===== src/rtl/issue_stage.sv =====
// Issue/rename stage: register file, rename tags, operand resolve, RS feed.
// Define ISSUE_COMMIT_BYPASS_EN to forward same-cycle commits into resolve.
module issue_stage #(
  parameter int TAG_W = 4,
  parameter int NREG  = 32
) (
  input  logic             clk_in,
  input  logic             rst_in,
  input  logic             rdy_in,
  input  logic             dec_valid,
  output logic             dec_ready,
  input  logic [5:0]       dec_op,
  input  logic [4:0]       dec_rs1,
  input  logic [4:0]       dec_rs2,
  input  logic [4:0]       dec_rd,
  input  logic             dec_use_rs1,
  input  logic             dec_use_rs2,
  input  logic [31:0]      dec_imm,
  input  logic [31:0]      dec_pc,
  input  logic             dec_is_c,
  input  logic [TAG_W-1:0] dec_rob_id,
  input  logic             rs_full,
  output logic             to_rs,
  output logic [5:0]       op_type,
  output logic             j_out,
  output logic             k_out,
  output logic [31:0]      vj_out,
  output logic [31:0]      vk_out,
  output logic [TAG_W-1:0] qj_out,
  output logic [TAG_W-1:0] qk_out,
  output logic [TAG_W-1:0] dest_out,
  output logic [31:0]      imm_out,
  output logic [31:0]      pc_out,
  output logic             is_c_out,
  input  logic             rs_to_rob,
  input  logic [TAG_W-1:0] rs_dest,
  input  logic [31:0]      rs_value,
  input  logic             lsb_to_rs,
  input  logic [TAG_W-1:0] lsb_rob_id,
  input  logic [31:0]      lsb_value,
  input  logic             commit_valid,
  input  logic [4:0]       commit_rd,
  input  logic [TAG_W-1:0] commit_rob_id,
  input  logic [31:0]      commit_value,
  input  logic             clear_all
);

  typedef struct packed {
    logic [5:0]       op;
    logic             j;
    logic             k;
    logic [31:0]      vj;
    logic [31:0]      vk;
    logic [TAG_W-1:0] qj;
    logic [TAG_W-1:0] qk;
    logic [TAG_W-1:0] dest;
    logic [31:0]      imm;
    logic [31:0]      pc;
    logic             is_c;
  } ent_t;

  typedef struct packed {
    logic             rdy;
    logic [31:0]      v;
    logic [TAG_W-1:0] q;
  } opnd_t;

  logic [31:0]      val_q [NREG];
  logic [31:0]      val_d [NREG];
  logic [TAG_W-1:0] tag_q [NREG];
  logic [TAG_W-1:0] tag_d [NREG];
  logic [NREG-1:0]  busy_q;
  logic [NREG-1:0]  busy_d;
  logic             out_valid_q;
  logic             out_valid_d;
  ent_t             ent_q;
  ent_t             ent_d;

  opnd_t src1;
  opnd_t src2;
  opnd_t snp_j;
  opnd_t snp_k;
  logic  stall;
  logic  acc;

  // RS broadcast wins over LSB when both carry the same tag
  function automatic opnd_t catch_bcast(input logic [TAG_W-1:0] q);
    opnd_t o;
    o   = '0;
    o.q = q;
    if (rs_to_rob && rs_dest == q) begin
      o.rdy = 1'b1;
      o.v   = rs_value;
      o.q   = '0;
    end else if (lsb_to_rs && lsb_rob_id == q) begin
      o.rdy = 1'b1;
      o.v   = lsb_value;
      o.q   = '0;
    end
    return o;
  endfunction

  function automatic opnd_t resolve(
    input logic       use_r,
    input logic [4:0] r
  );
    opnd_t o;
    o = '0;
    if (!use_r || r == 5'd0) begin
      o.rdy = 1'b1;
    end else if (!busy_q[r]) begin
      o.rdy = 1'b1;
      o.v   = val_q[r];
    end else begin
      o = catch_bcast(tag_q[r]);
`ifdef ISSUE_COMMIT_BYPASS_EN
      if (!o.rdy && commit_valid && commit_rd == r &&
          commit_rob_id == tag_q[r]) begin
        o.rdy = 1'b1;
        o.v   = commit_value;
        o.q   = '0;
      end
`endif
    end
    return o;
  endfunction

`ifndef ISSUE_COMMIT_BYPASS_EN
  // a source only the commit port could satisfy waits one cycle
  function automatic logic commit_wait(
    input logic       use_r,
    input logic [4:0] r
  );
    logic [TAG_W-1:0] t;
    t = tag_q[r];
    return use_r && r != 5'd0 && busy_q[r] &&
           !(rs_to_rob && rs_dest == t) &&
           !(lsb_to_rs && lsb_rob_id == t) &&
           commit_valid && commit_rd == r && commit_rob_id == t;
  endfunction
`endif

  assign src1  = resolve(dec_use_rs1, dec_rs1);
  assign src2  = resolve(dec_use_rs2, dec_rs2);
  assign snp_j = catch_bcast(ent_q.qj);
  assign snp_k = catch_bcast(ent_q.qk);

`ifdef ISSUE_COMMIT_BYPASS_EN
  assign stall = 1'b0;
`else
  assign stall = commit_wait(dec_use_rs1, dec_rs1) |
                 commit_wait(dec_use_rs2, dec_rs2);
`endif

  assign dec_ready = !rst_in && rdy_in && !clear_all &&
                     (!out_valid_q || !rs_full) && !stall;
  assign to_rs     = rdy_in && out_valid_q && !rs_full && !clear_all;
  assign acc       = dec_valid && dec_ready;

  always_comb begin
    out_valid_d = out_valid_q;
    ent_d       = ent_q;
    busy_d      = busy_q;
    val_d       = val_q;
    tag_d       = tag_q;
    if (rdy_in) begin
      if (clear_all) begin
        out_valid_d = 1'b0;
      end else if (acc) begin
        out_valid_d = 1'b1;
        ent_d.op    = dec_op;
        ent_d.j     = src1.rdy;
        ent_d.vj    = src1.v;
        ent_d.qj    = src1.q;
        ent_d.k     = src2.rdy;
        ent_d.vk    = src2.v;
        ent_d.qk    = src2.q;
        ent_d.dest  = dec_rob_id;
        ent_d.imm   = dec_imm;
        ent_d.pc    = dec_pc;
        ent_d.is_c  = dec_is_c;
      end else if (to_rs) begin
        out_valid_d = 1'b0;
      end else if (out_valid_q) begin
        if (!ent_q.j && snp_j.rdy) begin
          ent_d.j  = 1'b1;
          ent_d.vj = snp_j.v;
          ent_d.qj = snp_j.q;
        end
        if (!ent_q.k && snp_k.rdy) begin
          ent_d.k  = 1'b1;
          ent_d.vk = snp_k.v;
          ent_d.qk = snp_k.q;
        end
      end
      if (commit_valid && commit_rd != 5'd0) begin
        val_d[commit_rd] = commit_value;
        if (tag_q[commit_rd] == commit_rob_id &&
            !(acc && dec_rd == commit_rd))
          busy_d[commit_rd] = 1'b0;
      end
      if (acc && dec_rd != 5'd0) begin
        busy_d[dec_rd] = 1'b1;
        tag_d[dec_rd]  = dec_rob_id;
      end
      if (clear_all)
        busy_d = '0;
    end
  end

  always_ff @(posedge clk_in or posedge rst_in) begin
    if (rst_in) begin
      out_valid_q <= 1'b0;
      ent_q       <= '0;
      busy_q      <= '0;
      for (int i = 0; i < NREG; i++) begin
        val_q[i] <= '0;
        tag_q[i] <= '0;
      end
    end else begin
      out_valid_q <= out_valid_d;
      ent_q       <= ent_d;
      busy_q      <= busy_d;
      for (int i = 0; i < NREG; i++) begin
        val_q[i] <= val_d[i];
        tag_q[i] <= tag_d[i];
      end
    end
  end

  assign op_type  = ent_q.op;
  assign j_out    = ent_q.j;
  assign k_out    = ent_q.k;
  assign vj_out   = ent_q.vj;
  assign vk_out   = ent_q.vk;
  assign qj_out   = ent_q.qj;
  assign qk_out   = ent_q.qk;
  assign dest_out = ent_q.dest;
  assign imm_out  = ent_q.imm;
  assign pc_out   = ent_q.pc;
  assign is_c_out = ent_q.is_c;

endmodule


===== config.mk =====
export PLATFORM = sky130hd
export DESIGN_NAME = issue_stage
export DESIGN_NICKNAME = d
export VERILOG_FILES = /design/src/rtl/issue_stage.sv
export SDC_FILE = /design/constraint.sdc
export NUM_CORES = 2
export LEC_CHECK = 0
export CORE_ASPECT_RATIO = 0.9
export CORE_MARGIN = 2
export CORE_UTILIZATION = 55
export DETAILED_ROUTE_END_ITERATION = 8
export PLACE_DENSITY = 0.74
export SLEW_MARGIN = 20
export SYNTH_ARGS = -nofsm -noshare
export SYNTH_HDL_FRONTEND = slang
export SYNTH_SLANG_ARGS = --single-unit
export TNS_END_PERCENT = 100

===== constraint.sdc =====
create_clock -name clk_in -period 49 [get_ports clk_in]
set_input_delay 7.35 -clock clk_in [delete_from_list [all_inputs] [get_ports clk_in]]
set_output_delay 7.35 -clock clk_in [all_outputs]
set_load 0.005 [all_outputs]

# Word-level counts from Yosys, hierarchy flattened
# Cells that the tools add are included.
# Widths: inputs -> output; s select.
# word_totals
out_inout_bits,151
ff_bits,1334
wordCells,252
inputBits,214
# op_classes
n_mux,62
n_bitwise,9
reduce_logical,77
eq_ne,15
magnitude_cmp,12
# op_table
cell,count
$bwmux 1024,1
$mux 32,12
$bmux 32 s5,2
$mux 37,8
$mux 74,3
$demux 32 s5,1
$bwmux 128,1
$mux 36,2
$mux 33,2
$bmux 4 s5,3
$eq 4x4->1,11
$mux 4,11
$logic_and 1x1->1,40
$and 32x32->32,1
$not 32->32,1
$or 32x32->32,1
$ge 6x6->1 const B,4
$lt 5x6->1 const B,4
$not 5->6,4
$demux 4 s5,1
$reduce_bool 5->1,4
$eq 5x5->1,3
$logic_not 1->1,14
$lt 6x1->1 const B,2
15 further kinds,39

# Logic depth before layout (Yosys ltp)
# logic_depth
depth_word,25
depth_mapped,19
depth_no_buf,11

# Worst setup path before layout
# Ideal clock, no wire load.
# synth_path
path_type,in2out
from,input dec_rs2[2]
to,output dec_ready
path_buffers,4
arrival_time_ps,9803
required_time_ps,41650
cell_stages,12
path_slack_ps,31847
cell_sequence,buf_6 buf_6 buf_6 buf_6 mux4_2 mux2_2 nand3_2 nand4_4 xor2_1 or4_4 nor4bb_4 nor2_1
# synth_via
elab_chain_len,15
word_cells_on_any_way,25
classes_between,eq/ne: 4; mux: 5; bitwise: 2; reduce/logical: 14
# synth_lines
element,line,source
start: declaration,14,"input logic [4:0] dec_rs2,"
$not 5->6 (not written as such),135,t = tag_q[r];
$bmux 4 s5,135,
$mux 4 (not written as such) (2 in a row),135,
$eq 4x4->1,137,!(rs_to_rob && rs_dest == t) &&
$logic_and 1x1->1,137,
$logic_not 1->1,137,
$logic_and 1x1->1,136,return use_r && r != 5'd0 && busy_q[r] &&
$logic_and 1x1->1,137,
$logic_and 1x1->1,138,!(lsb_to_rs && lsb_rob_id == t) &&
$logic_and 1x1->1,139,commit_valid && commit_rd == r && commit_rob_id == t;
$logic_and 1x1->1 *,139,
$or 1x1->1 *,151,"assign stall = commit_wait(dec_use_rs1, dec_rs1) |"
$logic_not 1->1 *,156,(!out_valid_q || !rs_full) && !stall;
$logic_and 1x1->1 *,156,
end: declaration,11,"output logic dec_ready,"
# Every way passes the cells marked *; elsewhere a longest branch is shown, timed or not. The select of a mux whose other input is x is not followed.

# Final worst setup path
# layout_path
from,input dec_rs1[3]
to,output dec_ready
# layout_via
elab_chain_len,15
word_cells_on_any_way,25
classes_between,eq/ne: 4; mux: 5; bitwise: 2; reduce/logical: 14
# layout_lines
element,line,source
start: declaration,13,"input logic [4:0] dec_rs1,"
$not 5->6 (not written as such),135,
$bmux 4 s5,135,
$mux 4 (not written as such) (2 in a row),135,
$eq 4x4->1,137,
$logic_and 1x1->1,137,
$logic_not 1->1,137,
$logic_and 1x1->1,136,
$logic_and 1x1->1,137,
$logic_and 1x1->1,138,
$logic_and 1x1->1,139,
$logic_and 1x1->1 *,139,
$or 1x1->1 *,151,
$logic_not 1->1 *,156,
$logic_and 1x1->1 *,156,
# Marked as above.

==> impl_metrics.json <==
{
  "die_h_um": 349,
  "dpl.hpwl_um": 141000,
  "die_area_um2": 135000,
  "n_fill_cell": 9532,
  "initial_core_util_pct": 55.5,
  "ff2ff_setup_slack_ps": 43810,
  "layout_commonest_cell": "dfrtp_1",
  "wire_per_inst_um": 34.6,
  "post-cts-setup-buffer-count": 0,
  "clock-sinks": 1334,
  "grt_pass1_wl_um": 344000,
  "cp-startpoint": "dec_rs1[3]",
  "finalHoldViolCount": 0,
  "syn-num-nets": 5102,
  "ios": 365,
  "cts_root_buffer": "clkbuf_16",
  "drc": 0,
  "syn-instance-count": 4888,
  "overflow": 0,
  "netlist_area_um2": 72800,
  "timing.final.crit_share_pct": 39.8,
  "cts_tree": "yes",
  "min_to": "val_q[993]",
  "areaGrowthSynthToFinish_pct": 13.0,
  "start_kind": "primary input",
  "p_leak_uw": 0.0357,
  "firstDrtPassIters": 6,
  "final_nets": 5135,
  "outcome": "complete, no violations",
  "clockBufferDepth": 3,
  "max_freq_ghz": 0.0512,
  "mostFrequentLayoutCells": "1334 x dfrtp_1, 1115 x mux2_2, 708 x mux4_2",
  "clk_latency_ps": 790,
  "slew_violations": 0,
  "cts_hold_buf": 0,
  "antenna_found_initial": 9,
  "gp_congestion": 0.974,
  "die_w_um": 388,
  "vias_per_cell": 7.13,
  "hold_depth": 0,
  "maxCapViolations": 0,
  "rsz0062_at_grt": "false",
  "ys_ff_latch": 1334,
  "worstMarginPinSlew_ps": 1180,
  "core_area_um2": 131000,
  "cp_max_fo": 35,
  "numCtsBuffers": 143,
  "ys.flop_type": "dfrtp_1",
  "clk_pin_slew_ps": 50,
  "r2r_cells": 13,
  "cts_resized": 0,
  "setup_viol": 0,
  "portBuffers": 364,
  "reg2reg_from": "tag_q[66]",
  "worstPathArrival_ps": 12170,
  "drtIter0Drc": 5726,
  "min_path_type": "reg2reg",
  "drtAntennaViolNets": 0,
  "max_slew_margin_pct": 21.3,
  "critical_path_class": "in2out",
  "avgSynthCellArea_um2": 14.9,
  "min_from": "val_q[993]",
  "timing.setup.tns_ps": 0,
  "ys_async_sr_fraction_pct": 100,
  "ir_drop_uv": 37.5,
  "cts_max_level": 4,
  "synth_edf_count": 0,
  "drive_above_1_share_pct": 44.8,
  "wl_um": 234000,
  "std_cell_rows": 126,
  "grtUsageTotal_pct": 34.8,
  "grt_max_degree": 179,
  "num_vias": 48200,
  "period_needed_ps": 19520,
  "reg2reg_to": "pc_out[20]",
  "synth_warnings": 0,
  "critPathRequiredTime_ps": 41650,
  "synth_cell_types": 75,
  "endpoint_kind": "primary output",
  "yosysSeqAreaShare_pct": 45.8,
  "powerDensity_nw_per_um2": 37.0,
  "final_core_util_pct": 62.7,
  "skew_ps": 31.3,
  "grt_pass1_vias": 48200
}
-- where the power goes --
group | switching [µW] | internal (µW)
Combinational | 235 | 318
Sequential | 109 | 1240
Clock | 466 | 680
-- cells in the mapped netlist, drive strengths merged (50+ instances only) --
| master | count | area share, % |
|---|---|---|
| dfrtp | 1334 | 46 |
| mux2 | 1196 | 19 |
| mux4 | 708 | 22 |
| clkbuf | 426 | 2.2 |
| mux2i | 230 | 3.2 |
| buf | 137 | 0.98 |
| nand2 | 106 | 0.55 |
| nor2 | 106 | 0.56 |
| a21oi | 103 | 0.71 |
| o21ai | 72 | 0.49 |
| a221o | 64 | 0.88 |
| nand3 | 59 | 0.46 |
| a22oi | 50 | 0.52 |
-- area by class of cell --
class                      count  area [µm²]  area share [%]
timing repair buffer         451        4360            5.30
sequential                  1334       33400            40.5
tap                         1728        2160            2.63
inverter                       7        38.8          0.0471
multi-input combinational   2984       37500            45.5
clock buffer                 203        4140            5.02
antenna                        4        10.0          0.0122
clock inverter                53         798           0.969
-- registers in the layout, indices dropped and copies added, names as in the netlist, 6 cells and up --
name,cells
busy_q,32
tag_q,128
pc_out,32
val_q,1024
vj_out,32
op_type,6
vk_out,32
imm_out,32
-- worst max-delay path, cell delays in order --
cell and delay (ps):
clkdlybuf4s50_1 800, inv_6 520, buf_4 710, mux2i_1 190
a2bb2oi_1 420, nand2_2 160, xor2_1 160, nand2_1 110
nor4b_4 210, buf_4 550, o41ai_4 200, nor2_1 160
clkdlybuf4s50_1 540
-- through the flow --
stage | setup slack (ps) | hold WS [ps] | std cells | instance area [µm²] | total power (µW)
after global placement | 29530 | 376 | 6503 | 77400 | 1890
after CTS | 29520 | 396 | 6760 | 82400 | 3050
after floorplan | 4040 | 441 | 4888 | 72800 | 1710
after global routing | 29310 | 411 | 6764 | 82300 | 3150
final | 29480 | 395 | 6764 | 82300 | 3050
after detailed placement | 29540 | 384 | 6504 | 77400 | 1910
-- kinds of logic after synthesis --
kind of cell / synth area share [%]
compound gates: 3.37
xor+xnor: 0.673
buf+inv: 3.21
flops: 45.8
mux: 43.7
simple gates: 3.24
-- how the worst max path moves through the flow --
stage / to / cells past startpoint
6_report: dec_ready / 13
4_1_cts: dec_ready / 13
3_5_place_dp: dec_ready / 13
5_1_grt: dec_ready / 13
2_1_floorplan: busy_q[0] / 1
3_3_place_gp: dec_ready / 12
-- metal layers --
layer  part of all wire (%)  global-route usage (%)  up-vias  wire (µm)
met4                    5.6                    17.2        8      13200
li1                       -                       -    19000          -
met2                     45                    52.0     2919     106000
met5                  0.022                       0        -         52
met1                     39                    47.3    25700      90300
met3                     11                    9.52      594      24900
Note: power is estimated with default switching activity, not from simulation.
